<file path="src/rtl/ring_rr_arbiter_pkg.sv">
// Shared definitions for the 6-way ring round-robin arbiter: FSM encoding,
// pointer reset value and one-hot ring helpers.
package ring_rr_arbiter_pkg;

  localparam int unsigned NumReq = 6;

  typedef enum logic [1:0] {
    StIdle  = 2'b00,
    StGrant = 2'b01,
    StGap   = 2'b10
  } arb_state_e;

  localparam logic [NumReq-1:0] PtrReset = 6'b100000;

  // One-hot rotate right with wrap: bit0 -> bit5.
  function automatic logic [NumReq-1:0] ring_rot6(input logic [NumReq-1:0] x);
    return {x[0], x[NumReq-1:1]};
  endfunction

  function automatic logic is_onehot6(input logic [NumReq-1:0] x);
    int unsigned cnt;
    cnt = 0;
    for (int i = 0; i < NumReq; i++) begin
      if (x[i]) cnt++;
    end
    return cnt == 1;
  endfunction

endpackage

</file>
<file path="src/rtl/ring_rr_arbiter_pick.sv">
// Combinational ring search: first set req bit starting at ptr and walking
// toward lower indices, wrapping bit0 -> bit5. Output is one-hot or zero.
module rr_pick6
  import ring_rr_arbiter_pkg::*;
(
  input  logic [NumReq-1:0] ptr,
  input  logic [NumReq-1:0] req,
  output logic [NumReq-1:0] pick
);

  int   start;
  int   idx;
  logic found;

  always_comb begin
    pick  = '0;
    found = 1'b0;
    start = 0;
    idx   = 0;
    for (int i = 0; i < NumReq; i++) begin
      if (ptr[i]) start = i;
    end
    for (int k = 0; k < NumReq; k++) begin
      idx = start - k;
      if (idx < 0) idx = idx + NumReq;
      if (!found && req[idx]) begin
        pick[idx] = 1'b1;
        found     = 1'b1;
      end
    end
  end

endmodule

</file>
<file path="src/rtl/ring_rr_arbiter.sv">
// 6-requester round-robin arbiter with bounded hold time and a one-cycle
// turnaround gap between owners.
module ring_rr_arbiter
  import ring_rr_arbiter_pkg::*;
#(
  parameter int unsigned N        = 6,
  parameter int unsigned MAX_HOLD = 8
) (
  input  logic         clk,
  input  logic         rstb,
  input  logic [N-1:0] req,
  input  logic         done,
  output logic [N-1:0] gnt,
  output logic         busy,
  output logic [N-1:0] ptr,
  output logic         timeout
);

  localparam int unsigned      HoldW   = $clog2(MAX_HOLD + 1);
  localparam logic [HoldW-1:0] HoldMax = HoldW'(MAX_HOLD);

  arb_state_e       state_q, state_d;
  logic [N-1:0]     gnt_q, gnt_d;
  logic [N-1:0]     ptr_q, ptr_d;
  logic             busy_q, busy_d;
  logic             timeout_q, timeout_d;
  logic [HoldW-1:0] hold_cnt_q, hold_cnt_d;
  logic [N-1:0]     pick;

  logic corrupt;
  logic rel_done, rel_drop, rel_max;

  rr_pick6 u_pick (
    .ptr  (ptr_q),
    .req  (req),
    .pick (pick)
  );

  always_comb begin
    state_d    = state_q;
    gnt_d      = gnt_q;
    ptr_d      = ptr_q;
    busy_d     = busy_q;
    timeout_d  = 1'b0;
    hold_cnt_d = hold_cnt_q;

    rel_done = done;
    rel_drop = (req & gnt_q) == '0;
    rel_max  = hold_cnt_q == HoldMax;

    // Upset state or pointer: fall back to the reset condition.
    corrupt = !is_onehot6(ptr_q) ||
              !(state_q inside {StIdle, StGrant, StGap});

    if (corrupt) begin
      state_d    = StIdle;
      gnt_d      = '0;
      ptr_d      = PtrReset;
      busy_d     = 1'b0;
      hold_cnt_d = '0;
    end else begin
      unique case (state_q)
        StGrant: begin
          if (rel_done || rel_drop || rel_max) begin
            state_d    = StGap;
            gnt_d      = '0;
            busy_d     = 1'b0;
            ptr_d      = ring_rot6(gnt_q);
            hold_cnt_d = '0;
            timeout_d  = rel_max && !rel_done && !rel_drop;
          end else begin
            hold_cnt_d = hold_cnt_q + 1'b1;
          end
        end
        default: begin
          // Idle and Gap share the same arbitration step.
          if (req != '0) begin
            state_d    = StGrant;
            gnt_d      = pick;
            busy_d     = 1'b1;
            hold_cnt_d = HoldW'(1);
          end else begin
            state_d    = StIdle;
            gnt_d      = '0;
            busy_d     = 1'b0;
            hold_cnt_d = '0;
          end
        end
      endcase
    end
  end

  always_ff @(posedge clk or negedge rstb) begin
    if (!rstb) begin
      state_q    <= StIdle;
      gnt_q      <= '0;
      ptr_q      <= PtrReset;
      busy_q     <= 1'b0;
      timeout_q  <= 1'b0;
      hold_cnt_q <= '0;
    end else begin
      state_q    <= state_d;
      gnt_q      <= gnt_d;
      ptr_q      <= ptr_d;
      busy_q     <= busy_d;
      timeout_q  <= timeout_d;
      hold_cnt_q <= hold_cnt_d;
    end
  end

  assign gnt     = gnt_q;
  assign ptr     = ptr_q;
  assign busy    = busy_q;
  assign timeout = timeout_q;

endmodule

</file>
<file path="config.mk">
export PLATFORM = sky130hd
export DESIGN_NAME = ring_rr_arbiter
export DESIGN_NICKNAME = d
export VERILOG_FILES = /design/src/rtl/ring_rr_arbiter_pkg.sv /design/src/rtl/ring_rr_arbiter_pick.sv /design/src/rtl/ring_rr_arbiter.sv
export SDC_FILE = /design/constraint.sdc
export NUM_CORES = 1
export LEC_CHECK = 0
export ABC_CLOCK_PERIOD_IN_PS = 4500
export CAP_MARGIN = 0
export CORE_MARGIN = 4
export CORE_UTILIZATION = 53
export CTS_CLUSTER_DIAMETER = 100
export DETAILED_ROUTE_END_ITERATION = 6
export PLACE_DENSITY = 0.78
export SKIP_CTS_REPAIR_TIMING = 1
export SYNTH_ARGS = -nofsm -noshare
export SYNTH_HDL_FRONTEND = slang
export SYNTH_SLANG_ARGS = --single-unit
</file>
<file path="constraint.sdc">
create_clock -name clk -period 4.5 [get_ports clk]
set_clock_uncertainty 0.15 [all_clocks]
set_input_delay 0.9 -clock clk [delete_from_list [all_inputs] [get_ports clk]]
set_output_delay 0.9 -clock clk [all_outputs]
set_load 0.02 [all_outputs]
</file>
==> impl_metrics.env, run 1 <==
export IMPL_status="finished, final reports clean"
export IMPL_die_y_um=75.7
export IMPL_gp_congestion=0.954
export IMPL_die_area_mm2=0.00574
export IMPL_path_delay_family="adder cells"
export IMPL_place_ws_ns=0.283
export IMPL_max_slew_margin_pct=43.8
export IMPL_cts_root_buffer_cell="clkbuf_8"
export IMPL_yosys_area_top_type="dfrtp_1"
export IMPL_layout_common_cells="nor2_1, clkdlybuf4s50_1, nand2_1"
export IMPL_critPathKind="flop to flop"
export IMPL_rsz0062_at_grt="no"
export IMPL_h_tree_depth=1
export IMPL_critPathMaxFanout=5
export IMPL_io_buffers=22
export IMPL_maxCapViolations=0
export IMPL_drt_iter0_drc=182
export IMPL_grt_pass1_vias=2300
export IMPL_num_vias=2464
export IMPL_grt_antenna_before_repair=0
export IMPL_grt_max_degree=20
export IMPL_ir_drop_mv=0.476
export IMPL_slowest_stage="dfrtp_1"
export IMPL_cp_num_buf_inv=1
export IMPL_fin_setup_tns_ns=0
export IMPL_setup_viol=0
export IMPL_final_min_clock_period_ns=4.19
export IMPL_initial_core_util_pct=55.5
export IMPL_drc=0
export IMPL_totalWireLength_mm=6.97
export IMPL_cts_buffers=3
export IMPL_drive_gt1_share_pct=12.1
export IMPL_hold_path_class="flop to flop"
export IMPL_globalRoute_totalOverflow=0
export IMPL_drt_first_pass_iters=5
export IMPL_synth_seq_cells=19
export IMPL_fp_row_count=24
export IMPL_synth_top_area_share_pct=18.5
export IMPL_final_max_slew_viol_count=0
export IMPL_ys_types=62
export IMPL_synth_ff_type="dfrtp_1"
export IMPL_synth_warnings=0
export IMPL_clock_latency_ns=0.26
export IMPL_grt_first_pass_wirelength_mm=10.9
export IMPL_powerDensity_mw_per_mm2=771
export IMPL_fin_ws_ns=0.314
export IMPL_cts_tree="yes"
export IMPL_clockBufferDepth=2
export IMPL_path_cells="inv_1 > ha_4 > xor2_2 > ha_1 > nand2_1 > o31ai_1 > ha_1 > mux2_2 > ha_1 > nor3b_1 > o21a_1 > o32ai_1 > a211o_1 > a311o_1 > or3_1 > o22ai_1 > a221o_1"
export IMPL_synth_edf_count=0
export IMPL_syn_avg_cell_area_um2=7.97
export IMPL_synth_area_leaders="dfrtp_1, ha_1, mux2i_1"
export IMPL_nets=352
export IMPL_crit_path_start_kind="flop"
export IMPL_clock_fmax_ghz=0.239
export IMPL_crit_top_cell="ha_1"
export IMPL_synth_area_mm2=0.00243
export IMPL_slowest_delay_ns=0.41
export IMPL_io_pins=23
export IMPL_drt_vias_per_instance=6.57
export IMPL_synth_nets=333
export IMPL_antenna_cells=0
export IMPL_grt_total_usage_pct=24.4
export IMPL_period_share_pct=93.0
export IMPL_synthCells=305
export IMPL_crit_arrival_ns=4.24
export IMPL_hold_viol=0
export IMPL_yosysSeqAreaShare_pct=19.6
export IMPL_post_dp_hpwl_mm=5.15
export IMPL_endpoint_kind="flop"
export IMPL_clock_sinks=19
export IMPL_tightestPinTransition_ns=0.840
export IMPL_routedWlPerCell_um=18.6
export IMPL_async_flop_share_pct=100
export IMPL_antenna_left=0
export IMPL_die_w_um=75.7
export IMPL_cp_required_ns=4.55
export IMPL_final_common_cell="nor2_1"
export IMPL_clk_pin_slew_ns=0.07
export IMPL_leakagePower_uw=0.00119
export IMPL_fp_coreArea_mm2=0.00438
export IMPL_area_delta_synth_final_pct=14.3
[synthesized netlist by cell type, types with 5 or more instances]
library cell / instances
nor2_1: 28
nand2_1: 21
ha_1: 19
dfrtp_1: 18
mux2i_1: 18
inv_1: 17
a21oi_1: 15
clkbuf_1: 13
o21ai_0: 11
mux2_2: 8
o22ai_1: 8
nand3_1: 7
nor2b_1: 7
nor3b_1: 7
a211oi_1: 6
buf_2: 6
nor3_1: 6
and2_1: 5
o31ai_1: 5
xnor2_1: 5
[path summary, 6_finish.rpt]
kind                                           endpoint  slack (ns)  cells after the start                    start
worst max-delay path                 gnt[3]$_DFFE_PN0P_        0.31                     17       ptr[0]$_DFFE_PN0P_
worst min-delay path            hold_cnt_q[0]$_DFF_PN0_        0.41                      1  hold_cnt_q[0]$_DFF_PN0_
worst max register to register       gnt[3]$_DFFE_PN0P_        0.31                     17       ptr[0]$_DFFE_PN0P_
worst min register to register  hold_cnt_q[0]$_DFF_PN0_        0.41                      1  hold_cnt_q[0]$_DFF_PN0_
max in group asynchronous            gnt[5]$_DFFE_PN0P_        2.71                      1                     rstb
min in group asynchronous       hold_cnt_q[3]$_DFF_PN0_        0.97                      1                     rstb
[state kept, by name, indices dropped and copies added, names as in the netlist]
register	flops
state_q	2
timeout	1
gnt	6
ptr	6
hold_cnt_q	4
[where the power goes]
group	internal, µW	switching [µW]	leakage (µW)	total [µW]
clock	63.0	57.9	0.0000228	121
sequential	222	59.1	0.000255	281
combinational	733	1010	0.000915	1740
total	1020	1130	0.00119	2140
[per-layer routing]
| metal | GRT usage (%) | part of all wire (%) |
|---|---|---|
| met4 | 7.77 | 3.0 |
| met1 | 33.1 | 44 |
| met3 | 2.64 | 5.5 |
| met5 | 0 | 0 |
| met2 | 40.4 | 48 |
[cell families after synthesis]
logic type / Yosys count / share of synthesized area, %
adders and majority gates: 19 / 9.77
and+or+nand+nor: 105 / 22.6
AOI/OAI and AO/OA: 87 / 25.8
xor gates and xnor gates: 8 / 3.55
DFF: 19 / 19.6
buffers and inverters: 41 / 7.56
muxes: 26 / 11.1
[stage by stage]
step	instance area, µm²	instances	total power [µW]	hold WS, ns	util (%)
finish	2780	375	2140	0.408	63.4
floorplan	2430	305	1540	0.337	-
CTS	2740	373	2080	0.396	62.6
global placement	2700	369	1910	0.375	61.6
detailed placement	2700	369	1940	0.380	61.6
global route	2780	375	2310	0.406	63.4
[final cells by class]
cell class / instances / area (µm²)
sequential: 19 / 477
inverter: 18 / 67.6
multi-input combinational: 245 / 1790
tap: 52 / 65.1
fill: 398 / 1600
timing repair buffer: 37 / 333
clock buffer: 4 / 45.0
[worst register-to-register path, cell delays in order (launching register included)]
cell	delay, ns
dfrtp_1	0.41
inv_1	0.11
ha_4	0.23
xor2_2	0.19
ha_1	0.33
nand2_1	0.07
o31ai_1	0.10
ha_1	0.33
mux2_2	0.27
ha_1	0.31
nor3b_1	0.19
o21a_1	0.14
o32ai_1	0.07
a211o_1	0.31
a311o_1	0.31
or3_1	0.34
o22ai_1	0.14
a221o_1	0.12
Note: power is estimated with default switching activity, not from simulation.
==> inputs of run 2 (changes only) <==
ABC_CLOCK_PERIOD_IN_PS = 4200   (was 4500)
CAP_MARGIN = unset   (was 0)
CORE_UTILIZATION = 58   (was 53)
PLACE_DENSITY = 0.81   (was 0.78)
clock period = 4.2 ns   (was 4.5 ns; I/O delays follow)
==> impl_metrics.env, run 2 (synthesized netlist as in run 1, its figures left out) <==
export IMPL_status="finished, final reports clean"
export IMPL_slowest_stage="dfrtp_1"
export IMPL_period_share_pct=96.3
export IMPL_leakagePower_uw=0.00125
export IMPL_fp_coreArea_mm2=0.00403
export IMPL_seqCellArea_um2=483
export IMPL_fin_util_pct=72.8
export IMPL_grt_first_pass_wirelength_mm=11.4
export IMPL_setup_viol=0
export IMPL_routedWlPerCell_um=18.5
export IMPL_swShare_pct=51.2
export IMPL_grt_pass1_vias=2377
export IMPL_power_share_clock_pct=5.2
export IMPL_initial_core_util_pct=60.4
export IMPL_clock_fmax_ghz=0.247
export IMPL_cts_tree="yes"
export IMPL_grt_antenna_before_repair=0
export IMPL_globalRoute_totalOverflow=0
export IMPL_critPathKind="flop to flop"
export IMPL_totalWireLength_mm=7.05
export IMPL_crit_arrival_ns=4.10
export IMPL_maxCapViolations=0
export IMPL_final_common_cell="nor2_1"
export IMPL_r2r_start="ptr[0]$_DFFE_PN0P_"
export IMPL_antenna_cells=0
export IMPL_drt_first_pass_iters=5
export IMPL_hold_depth=1
export IMPL_drc=0
export IMPL_startpoint="ptr[0]$_DFFE_PN0P_"
export IMPL_ir_drop_mv=0.456
export IMPL_slowest_delay_ns=0.40
export IMPL_power_internal_uw=1200
export IMPL_final_max_slew_viol_count=0
export IMPL_powerDensity_mw_per_mm2=837
export IMPL_cp_required_ns=4.25
export IMPL_cp_depth=17
export IMPL_die_y_um=72.8
export IMPL_num_vias=2497
export IMPL_crit_top_cell="ha_4"
export IMPL_die_area_mm2=0.00529
export IMPL_grt_max_degree=20
export IMPL_clock_sinks=19
export IMPL_die_w_um=72.8
export IMPL_place_inst=372
export IMPL_tightestPinTransition_ns=0.836
export IMPL_hold_path_class="flop to flop"
export IMPL_n_fill_cell=313
export IMPL_fin_cells=380
export IMPL_endpoint_kind="flop"
export IMPL_clockBufferDepth=2
export IMPL_critPathMaxFanout=5
export IMPL_path_cells="inv_2 > ha_4 > xor2_4 > ha_4 > nand2_1 > o31ai_2 > ha_1 > mux2_4 > ha_4 > nor3b_2 > o21a_1 > o32ai_2 > a211o_1 > a311o_1 > or3_1 > o22ai_1 > a221o_1"
export IMPL_io_buffers=22
export IMPL_gp_congestion=0.943
export IMPL_multiInputGateArea_mm2=0.00189
export IMPL_path_delay_family="compound AO/OA/AOI/OAI gates"
export IMPL_p_seq_share_pct=12.8
export IMPL_h_tree_depth=1
export IMPL_cts_buffers=3
export IMPL_ff2ff_setup_slack_ns=0.15
export IMPL_drt_iter0_drc=245
export IMPL_post_dp_hpwl_mm=5.35
export IMPL_io_pins=23
export IMPL_reg2regPathDepth=17
export IMPL_antenna_left=0
export IMPL_fp_row_count=23
export IMPL_clock_latency_ns=0.26
export IMPL_drt_vias_per_instance=6.57
export IMPL_final_min_clock_period_ns=4.05
export IMPL_r2r_end="gnt[3]$_DFFE_PN0P_"
export IMPL_p_comb_share_pct=81.9
export IMPL_cp_num_buf_inv=1
export IMPL_area_delta_synth_final_pct=20.5
export IMPL_clk_pin_slew_ns=0.07
export IMPL_grt_total_usage_pct=27.1
export IMPL_crit_path_start_kind="flop"
export IMPL_p_switching_uw=1260
export IMPL_max_slew_margin_pct=44.1
export IMPL_nets=359
export IMPL_timing_hold_ws_ns=0.392
export IMPL_layout_common_cells="nor2_1, clkdlybuf4s50_1, buf_4, nand2_1, mux2i_1"
export IMPL_cp_endpoint="gnt[3]$_DFFE_PN0P_"
export IMPL_drive_gt1_share_pct=19.7
export IMPL_hold_viol=0
export IMPL_cts_root_buffer_cell="clkbuf_8"
[run 2: cell count changes in the layout (fill, tap and decap cells not counted), moves of 3 or more]
cell      before  now
ha_1          18   15
a211oi_1       6    3
a211oi_2       0    3
buf_4         15   22
[run 2: how the worst min path moves through the flow]
stage                     slack, ns                 endpoint               startpoint
after floorplan                0.34  hold_cnt_q[0]$_DFF_PN0_  hold_cnt_q[0]$_DFF_PN0_
after global placement         0.37  hold_cnt_q[0]$_DFF_PN0_  hold_cnt_q[0]$_DFF_PN0_
after detailed placement       0.38  hold_cnt_q[0]$_DFF_PN0_  hold_cnt_q[0]$_DFF_PN0_
after CTS                      0.40  hold_cnt_q[0]$_DFF_PN0_  hold_cnt_q[0]$_DFF_PN0_
after global routing           0.42  hold_cnt_q[3]$_DFF_PN0_  hold_cnt_q[3]$_DFF_PN0_
final                          0.39  hold_cnt_q[0]$_DFF_PN0_  hold_cnt_q[0]$_DFF_PN0_
[run 2: power groups by stage]
stage / Clock (µW) / Sequential, µW / Combinational (µW)
finish: 128 / 315 / 2010
global route: 137 / 325 / 2200
CTS: 130 / 306 / 1880
detailed placement: 0 / 310 / 1860
global placement: 0 / 308 / 1820
floorplan: 0 / 329 / 1360
[run 2: layer usage]
metal	routed length [µm]	vias up	GRT usage, %
li1	-	1185	-
met1	3100	1176	39.2
met2	3320	121	42.5
met3	523	15	3.44
met4	100	0	7.38
met5	0	-	0
[run 2: cell type report]
cell class	instances	area share, %
Multi-Input combinational cell	245	64.4
Sequential cell	19	16.5
Timing Repair Buffer	44	13.1
Inverter	18	2.30
Tap cell	50	2.13
Clock buffer	3	1.41
Clock inverter	1	0.171
[run 2: stage by stage]
step / setup TNS (ns) / area (µm²) / setup WS [ns] / power [µW]
after floorplan: 0 / 2490 / 0.0120 / 1690
after global placement: 0 / 2790 / 0.200 / 2120
after detailed placement: 0 / 2790 / 0.0727 / 2170
after CTS: 0 / 2830 / 0.0580 / 2310
after global routing: -0.202 / 2930 / -0.0591 / 2660
final: 0 / 2930 / 0.154 / 2450
==> inputs of run 3 (changes only) <==
PLACE_DENSITY = 0.92   (was 0.81)
==> impl_metrics.env, run 3 (synthesized netlist as in run 1, its figures left out) <==
export IMPL_clockBufferDepth=2
export IMPL_endpoint_kind="flop"
export IMPL_period_share_pct=98.9
export IMPL_grt_first_pass_wirelength_mm=11.6
export IMPL_cts_tree="yes"
export IMPL_final_max_slew_viol_count=0
export IMPL_cts_buffers=3
export IMPL_post_dp_hpwl_mm=5.41
export IMPL_ir_drop_mv=0.578
export IMPL_crit_path_start_kind="flop"
export IMPL_fin_area_mm2=0.00298
export IMPL_reg2regPathDepth=17
export IMPL_totalWireLength_mm=7.72
export IMPL_setup_viol=0
export IMPL_clk_pin_slew_ns=0.07
export IMPL_fin_setup_tns_ns=0
export IMPL_final_common_cell="nor2_1"
export IMPL_crit_arrival_ns=4.20
export IMPL_r2r_start="ptr[0]$_DFFE_PN0P_"
export IMPL_drt_vias_per_instance=6.89
export IMPL_io_buffers=22
export IMPL_r2r_end="gnt[3]$_DFFE_PN0P_"
export IMPL_final_min_clock_period_ns=4.15
export IMPL_hold_path_class="flop to flop"
export IMPL_tightestPinTransition_ns=0.873
export IMPL_grt_total_usage_pct=27.4
export IMPL_routedWlPerCell_um=20.3
export IMPL_hp_start="hold_cnt_q[0]$_DFF_PN0_"
export IMPL_drive_gt1_share_pct=21.2
export IMPL_fp_row_count=23
export IMPL_critPathMaxFanout=5
export IMPL_h_tree_depth=1
export IMPL_hold_depth=1
export IMPL_maxCapViolations=0
export IMPL_grt_max_degree=20
export IMPL_initial_core_util_pct=60.4
export IMPL_die_y_um=72.8
export IMPL_area_delta_synth_final_pct=22.4
export IMPL_num_vias=2619
export IMPL_drc=0
export IMPL_holdPathEnd="hold_cnt_q[0]$_DFF_PN0_"
export IMPL_status="finished, final reports clean"
export IMPL_clock_fmax_ghz=0.241
export IMPL_leakagePower_uw=0.00125
export IMPL_clock_latency_ns=0.26
export IMPL_powerDensity_mw_per_mm2=853
export IMPL_io_pins=23
export IMPL_grt_pass1_vias=2447
export IMPL_timing_hold_ws_ns=0.408
export IMPL_layout_common_cells="nor2_1, clkdlybuf4s50_1, buf_4, nand2_1, mux2i_1"
export IMPL_gp_congestion=1.02
export IMPL_drt_first_pass_iters=6
export IMPL_cp_required_ns=4.24
export IMPL_power_uw=2540
export IMPL_fin_util_pct=73.9
export IMPL_nets=359
export IMPL_antenna_left=0
export IMPL_fp_coreArea_mm2=0.00403
export IMPL_n_fill_cell=291
export IMPL_drt_iter0_drc=324
export IMPL_cts_root_buffer_cell="clkbuf_8"
export IMPL_grt_antenna_before_repair=0
export IMPL_ff2ff_setup_slack_ns=0.05
export IMPL_die_area_mm2=0.00529
export IMPL_critPathKind="flop to flop"
export IMPL_max_slew_margin_pct=41.6
export IMPL_antenna_cells=0
export IMPL_place_area_mm2=0.00277
export IMPL_hold_viol=0
export IMPL_globalRoute_totalOverflow=0
export IMPL_die_w_um=72.8
export IMPL_clock_sinks=19
-- run 3: report_power, final --
group / internal (µW) / switching, µW
sequential: 239 / 76.3
clock: 66.0 / 61.2
combinational: 923 / 1170
-- run 3: through the flow --
| step | setup WS (ns) | instances |
|---|---|---|
| 3_5_place_dp | -0.00964 | 370 |
| 4_1_cts | -0.0735 | 374 |
| 5_1_grt | -0.170 | 380 |
| 2_1_floorplan | 0.0120 | 305 |
| 6_report | 0.0467 | 380 |
| 3_3_place_gp | 0.173 | 370 |
-- run 3: final cells by class --
type	instances	area, µm²	share of cell area, %
clock buffers	3	41.3	1.39
clock inverters	1	5.00	0.168
inverters	18	67.6	2.27
multi-input cells	245	1930	64.9
flip-flops and latches	19	479	16.1
well taps	50	62.6	2.10
repair buffers	44	389	13.1
-- run 3: worst max path at each step --
stage	to	start	slack [ns]	cells after the start
global route	gnt[2]$_DFFE_PN0P_	ptr[5]$_DFFE_PN1P_	-0.17	14
detailed placement	gnt[1]$_DFFE_PN0P_	ptr[0]$_DFFE_PN0P_	-0.01	17
floorplan	gnt[3]$_DFFE_PN0P_	ptr[0]$_DFFE_PN0P_	0.01	19
global placement	gnt[1]$_DFFE_PN0P_	ptr[0]$_DFFE_PN0P_	0.17	18
CTS	gnt[1]$_DFFE_PN0P_	ptr[0]$_DFFE_PN0P_	-0.07	17
finish	gnt[3]$_DFFE_PN0P_	ptr[0]$_DFFE_PN0P_	0.05	17
-- run 3: worst max-delay path: stages, from the launching register on --
cell and delay, ns:
dfrtp_1 0.46, inv_2 0.07, ha_4 0.31, xor2_4 0.20
ha_4 0.23, nand2_2 0.07, o31ai_4 0.09, ha_4 0.23
mux2_4 0.28, ha_4 0.15, nand2_2 0.07, xnor2_2 0.08
a311o_1 0.34, a211o_4 0.36, a311o_1 0.38, or3_4 0.34
o22ai_2 0.11, a221o_1 0.14
-- run 3: metal layers --
| layer | track usage, % | part of all wire, % | wire length, µm |
|---|---|---|---|
| met2 | 45.5 | 50 | 3860 |
| met5 | 0 | 0 | 0 |
| met4 | 13.7 | 4.1 | 318 |
| met1 | 34.2 | 37 | 2880 |
| met3 | 4.68 | 8.6 | 661 |
